===== config.mk =====
export PLATFORM = sky130hd
export DESIGN_NAME = band_update_scheduler
export DESIGN_NICKNAME = d
export VERILOG_FILES = /design/src/rtl/band_update_scheduler.sv
export SDC_FILE = /design/constraint.sdc
export NUM_CORES = 1
export LEC_CHECK = 0
export BUFFER_PORTS_ARGS = -buffer_cell sky130_fd_sc_hd__buf_2
export CAP_MARGIN = 20
export CORE_ASPECT_RATIO = 0.5
export CORE_UTILIZATION = 45
export DETAILED_ROUTE_END_ITERATION = 10
export HOLD_SLACK_MARGIN = 0.03
export PLACE_DENSITY = 0.76
export SLEW_MARGIN = 25
export SYNTH_ARGS = -nofsm -noshare
export SYNTH_HDL_FRONTEND = slang
export SYNTH_SLANG_ARGS = --single-unit

===== constraint.sdc =====
create_clock -name vga_clk -period 2.4 [get_ports vga_clk]
set_input_delay 0.36 -clock vga_clk [delete_from_list [all_inputs] [get_ports vga_clk]]
set_output_delay 0.36 -clock vga_clk [all_outputs]
set_load 0.05 [all_outputs]

===== src/rtl/band_update_scheduler.sv =====
// Band update scheduler: requests band powers 0..NUM_BINS-1 from the shared
// calculator on every prescaled sample tick, collects them in a shadow bank,
// and commits the full set to the display bank at a frame boundary.
module band_update_scheduler #(
  parameter int unsigned NUM_BINS = 10,
  parameter int unsigned VAL_W    = 12,
  parameter int unsigned CNT_W    = 16,
  parameter int unsigned TIMEOUT  = 255
) (
  input  logic                      vga_clk,
  input  logic                      rst_n,
  input  logic                      sample_tick,
  input  logic [CNT_W-1:0]          prescaler,
  input  logic                      frame_start,
  output logic                      calc_start,
  output logic [3:0]                calc_band,
  input  logic                      calc_done,
  input  logic [VAL_W-1:0]          calc_value,
  output logic [NUM_BINS*VAL_W-1:0] bins_out,
  output logic                      commit_pulse,
  output logic                      busy,
  output logic                      overrun,
  output logic                      timeout_err
);

  localparam int unsigned       WAIT_W    = (TIMEOUT < 2) ? 1 : $clog2(TIMEOUT);
  localparam logic [WAIT_W-1:0] WAIT_LAST = WAIT_W'(TIMEOUT - 1);
  localparam logic [3:0]        LAST_IDX  = 4'(NUM_BINS - 1);

  typedef enum logic [1:0] {
    S_IDLE,
    S_REQ,
    S_WAIT,
    S_PEND
  } state_t;

  state_t                      state_q, state_d;
  logic [CNT_W-1:0]            cnt_q, cnt_d;
  logic [3:0]                  idx_q, idx_d;
  logic [WAIT_W-1:0]           wait_q, wait_d;
  logic [VAL_W-1:0]            shadow_q [NUM_BINS];
  logic [VAL_W-1:0]            shadow_d [NUM_BINS];
  logic [NUM_BINS*VAL_W-1:0]   bins_q, bins_d;
  logic                        commit_q, commit_d;
  logic                        busy_q, busy_d;
  logic                        overrun_q, overrun_d;
  logic                        tout_q, tout_d;
  logic                        trigger;

  // Request strobe and band index come straight from the registered state.
  assign calc_start   = (state_q == S_REQ);
  assign calc_band    = idx_q;
  assign bins_out     = bins_q;
  assign commit_pulse = commit_q;
  assign busy         = busy_q;
  assign overrun      = overrun_q;
  assign timeout_err  = tout_q;

  // Next-state: prescaler counter, sequencing FSM, shadow/display banks.
  always_comb begin
    state_d   = state_q;
    cnt_d     = cnt_q;
    idx_d     = idx_q;
    wait_d    = wait_q;
    shadow_d  = shadow_q;
    bins_d    = bins_q;
    commit_d  = 1'b0;
    overrun_d = overrun_q;
    tout_d    = tout_q;
    trigger   = 1'b0;

    // Counter runs regardless of FSM state; >= lets a live prescaler decrease
    // below the current count fire on the very next tick.
    if (sample_tick) begin
      if (cnt_q >= prescaler) begin
        cnt_d   = '0;
        trigger = 1'b1;
      end else begin
        cnt_d = cnt_q + CNT_W'(1);
      end
    end

    if (trigger && (state_q != S_IDLE)) begin
      overrun_d = 1'b1;
    end

    case (state_q)
      S_IDLE: begin
        if (trigger) begin
          idx_d   = '0;
          state_d = S_REQ;
        end
      end
      S_REQ: begin
        wait_d  = '0;
        state_d = S_WAIT;
      end
      S_WAIT: begin
        if (calc_done || (wait_q == WAIT_LAST)) begin
          for (int unsigned k = 0; k < NUM_BINS; k++) begin
            if (idx_q == 4'(k)) begin
              shadow_d[k] = calc_done ? calc_value : '0;
            end
          end
          if (!calc_done) begin
            tout_d = 1'b1;
          end
          if (idx_q == LAST_IDX) begin
            state_d = S_PEND;
          end else begin
            idx_d   = idx_q + 4'd1;
            state_d = S_REQ;
          end
        end else begin
          wait_d = wait_q + WAIT_W'(1);
        end
      end
      S_PEND: begin
        if (frame_start) begin
          for (int unsigned k = 0; k < NUM_BINS; k++) begin
            bins_d[k*VAL_W +: VAL_W] = shadow_q[k];
          end
          commit_d = 1'b1;
          state_d  = S_IDLE;
        end
      end
      default: state_d = S_IDLE;
    endcase

    busy_d = (state_d != S_IDLE);
  end

  // State and bank registers with synchronous active-low reset.
  always_ff @(posedge vga_clk) begin
    if (!rst_n) begin
      state_q   <= S_IDLE;
      cnt_q     <= '0;
      idx_q     <= '0;
      wait_q    <= '0;
      for (int unsigned k = 0; k < NUM_BINS; k++) begin
        shadow_q[k] <= '0;
      end
      bins_q    <= '0;
      commit_q  <= 1'b0;
      busy_q    <= 1'b0;
      overrun_q <= 1'b0;
      tout_q    <= 1'b0;
    end else begin
      state_q   <= state_d;
      cnt_q     <= cnt_d;
      idx_q     <= idx_d;
      wait_q    <= wait_d;
      shadow_q  <= shadow_d;
      bins_q    <= bins_d;
      commit_q  <= commit_d;
      busy_q    <= busy_d;
      overrun_q <= overrun_d;
      tout_q    <= tout_d;
    end
  end

endmodule


==> metrics.csv <==
stage,metric,value,unit
run_status,outcome,"finished, final reports clean",
clocking,clk_latency,0.52,ns
grt,grt_busiest_layer,met2,
timing,worst_pin_slew,0.820,ns
synth,synthFlopType,dfxtp_1,
floorplan,ios,162,
placement,place.gp.congestion,0.792,
synth,syn-cell-area,0.0102,mm^2
grt,grt_util_met2,0.348,
grt,use_met1,0.288,
detailed_routing,vias_per_cell,5.26,
worst_hold_path,hp-start,sample_tick,
synth,ys_top_cells_by_area,"dfxtp_1 54%, mux2i_1 12%, a22o_1 10%",
synth,synth_seq_area_share,0.540,
synth,synth_fp_nets,1014,
clocking,cts_buffer_depth,3,
final_layout,drive_above_1_share,0.214,
grt,met3_usage,0.0323,
timing,period_minus_slack,2.19,ns
pwr,p_leak,5.35,nW
placement,preCtsSetupSlack,0.230,ns
timing,fmax,457,MHz
grt,grt_pass1_wl,39.2,mm
setup_path,cp.required,2.85,ns
synth,syn_inst,958,
detailed_routing,first_iter_violations,554,
clocking,cts_inserted_buffers,25,
setup_path,r2r_end,shadow_q[70]$_SDFFE_PN0P_,
synth,async_reset_ff_frac,0,
setup_path,reg2reg_slack,0.21,ns
setup_path,path_delay_family,simple AND/OR/NAND/NOR gates,
setup_path,reg2regPathDepth,6,
synth,synth_edf_count,0,
synth,avgSynthCellArea,10.6,um^2
clocking,cts_hold_buf,0,
setup_path,critPathMaxStageDelay,0.71,ns
final_layout,nets,1157,
detailed_routing,wl_per_cell,17.4,um
floorplan,die_w,215,um
setup_path,worstPathArrival,2.63,ns
pwr,power_density,717,mW/mm^2
placement,dp_hpwl,16.8,mm
floorplan,start_util,0.464,
setup_path,endpoint_kind,flop,
synth,synth_top_area_frac,0.540,
placement,io_buffers,161,
grt,grt_usage,0.210,
synth,ys_types,51,
detailed_routing,antenna_left,0,
synth,yosysWarnings,0,
final_layout,area_growth,17.6,%
detailed_routing,vias,7465,
setup_path,crit_chain,ha_1 -> and4_4 -> a21oi_4 -> nor2_2 -> and3_1 -> mux2i_1,
clocking,cts_setup_buffers,0,
floorplan,die-height,108,um
grt,grt_max_degree,122,
clocking,tritoncts,done,
detailed_routing,wirelength,24.8,mm
timing,final_hold_viol_count,0,
grt,antenna_found_initial,0,
worst_hold_path,min_path_type,input port to flop,
timing,clock-skew-final,0.0292,ns
clocking,clock_sinks,274,
grt,grt_pass1_vias,7362,
clocking,path_clk_slew,0.07,ns
detailed_routing,route.detailed.drc,0,
setup_path,crit_fanout,12,
setup_path,path_class,flop to flop,
clocking,root_buffer,clkbuf_16,
timing,worst_slack,0.213,ns
pwr,vdd_drop_max,0.000391,V
worst_hold_path,hold_path_end,cnt_q[1]$_SDFFE_PN0P_,
setup_path,crit_slowest_cell,and3_1,
clocking,htreeDepth,1,
setup_path,rr_startpoint,wait_q[1]$_SDFFE_PN0P_,
timing,tns,0,ns
synth,ys_ff_latch,274,
final_layout,antennaDiodeCount,0,
floorplan,rows,38,
synth,yosysTopAreaCell,dfxtp_1,
floorplan,dieArea,0.0232,mm^2
timing,finalSetupViolCount,0,
timing,slew_violations,0,
grt,grt_overflow_total,0,
detailed_routing,drt_first_pass_iters,5,
timing,fin_crit_sh,0.911,
floorplan,core-area,0.0219,mm^2
run,maxCapViolCount,0,
setup_path,critPathBufInv,0,
timing,rsz0062_at_grt,no,
clocking,postCtsResizedCells,0,
setup_path,crit_path_start_kind,flop,
timing,relSlewSlack,0.453,
worst_hold_path,hold_depth,3,
==> area by class of cell <==
type	instances	area, um^2
Clock buffer	32	692
Timing Repair Buffer	180	976
Clock inverter	14	80.1
Sequential cell	274	5490
Fill cell	1894	9960
Tap cell	300	375
Inverter	27	101
Multi-Input combinational cell	593	4250
==> routing by layer <==
metal  vias up  part of all wire
li1       3653                 -
met1      3613              0.47
met2       161              0.47
met3        38             0.044
met4         0             0.017
met5         -                 0
==> cell families after synthesis <==
logic type	synth area share
xor gates and xnor gates	0.0146
buffers and inverters	0.0438
and+or+nand+nor	0.122
AOI/OAI and AO/OA	0.134
DFF	0.540
muxes	0.118
adders and majority gates	0.0283
==> cell usage after synthesis (all sizes together) (5+ instances only) <==
library cell / n
dfxtp: 274
nand2: 131
a22o: 121
mux2i: 120
nor2: 60
buf: 37
clkbuf: 27
inv: 26
ha: 23
nand3: 20
a21oi: 16
and2: 14
o21ai: 11
xor2: 11
and3: 10
nand4: 8
xnor2: 6
nor3: 5
==> where the power goes <==
| part | total [mW] | leakage [nW] | internal (mW) | switching (mW) |
|---|---|---|---|---|
| combinational | 0.256 | 2.75 | 0.0752 | 0.181 |
| sequential | 4.56 | 2.21 | 4.55 | 0.00661 |
| clock | 3.76 | 0.398 | 2.05 | 1.71 |
==> state kept, by name, summed over array words and instances (netlist names) <==
signal,flops
overrun,1
bins_out,120
wait_q,8
commit_pulse,1
busy,1
calc_band,4
shadow_q,120
cnt_q,16
timeout_err,1
state_q,2
==> metrics by stage <==
| step | instances | area [um^2] | power [mW] | util | hold WS (ns) |
|---|---|---|---|---|---|
| after floorplan | 958 | 10200 | 4.81 | - | 0.434 |
| after global placement | 1374 | 11200 | 4.91 | 0.510 | 0.443 |
| after detailed placement | 1374 | 11200 | 4.92 | 0.510 | 0.449 |
| after CTS | 1420 | 12000 | 8.62 | 0.545 | 0.187 |
| after global routing | 1420 | 12000 | 8.86 | 0.545 | 0.227 |
| final | 1420 | 12000 | 8.57 | 0.545 | 0.203 |
==> worst max path at each step <==
stage          cells past startpoint              startpoint                        end
2_1_floorplan                      8           prescaler[15]     cnt_q[11]$_SDFFE_PN0P_
3_3_place_gp                       9           prescaler[15]      cnt_q[2]$_SDFFE_PN0P_
3_5_place_dp                       9           prescaler[15]     cnt_q[10]$_SDFFE_PN0P_
4_1_cts                            6  wait_q[1]$_SDFFE_PN0P_  shadow_q[44]$_SDFFE_PN0P_
5_1_grt                            6  wait_q[1]$_SDFFE_PN0P_  shadow_q[70]$_SDFFE_PN0P_
6_report                           6  wait_q[1]$_SDFFE_PN0P_  shadow_q[70]$_SDFFE_PN0P_
==> cell usage in the layout (no fill, tap or decap), types with 2 or more instances in the layout <==
| cell | count |
|---|---|
| o21ai_0 | 11 |
| clkbuf_8 | 4 |
| and4_1 | 3 |
| nor2_1 | 58 |
| inv_1 | 26 |
| nand3_1 | 20 |
| buf_2 | 160 |
| a31oi_1 | 3 |
| mux2i_1 | 120 |
| buf_12 | 2 |
| a22o_1 | 121 |
| a21oi_1 | 15 |
| nand2_2 | 4 |
| nand2_1 | 127 |
| and3_1 | 10 |
| nor3_4 | 2 |
| dfxtp_1 | 274 |
| nor3_1 | 3 |
| ha_1 | 23 |
| nand3b_1 | 2 |
| nand4_1 | 8 |
| and2_1 | 13 |
| buf_4 | 18 |
| clkbuf_16 | 25 |
| clkinv_2 | 12 |
| clkbuf_1 | 3 |
| o211ai_1 | 2 |
| nor4_1 | 3 |
| xor2_1 | 11 |
| a211oi_1 | 2 |
| nor2b_1 | 2 |
| xnor2_1 | 6 |
| nand2b_1 | 2 |
==> worst reg2reg max path: stages (launching register included) <==
cell and delay [ns]:
dfxtp_1 0.41, ha_1 0.20, and4_4 0.27, a21oi_4 0.12
nor2_2 0.15, and3_1 0.71, mux2i_1 0.28
Power figures use the tool's default switching activity.
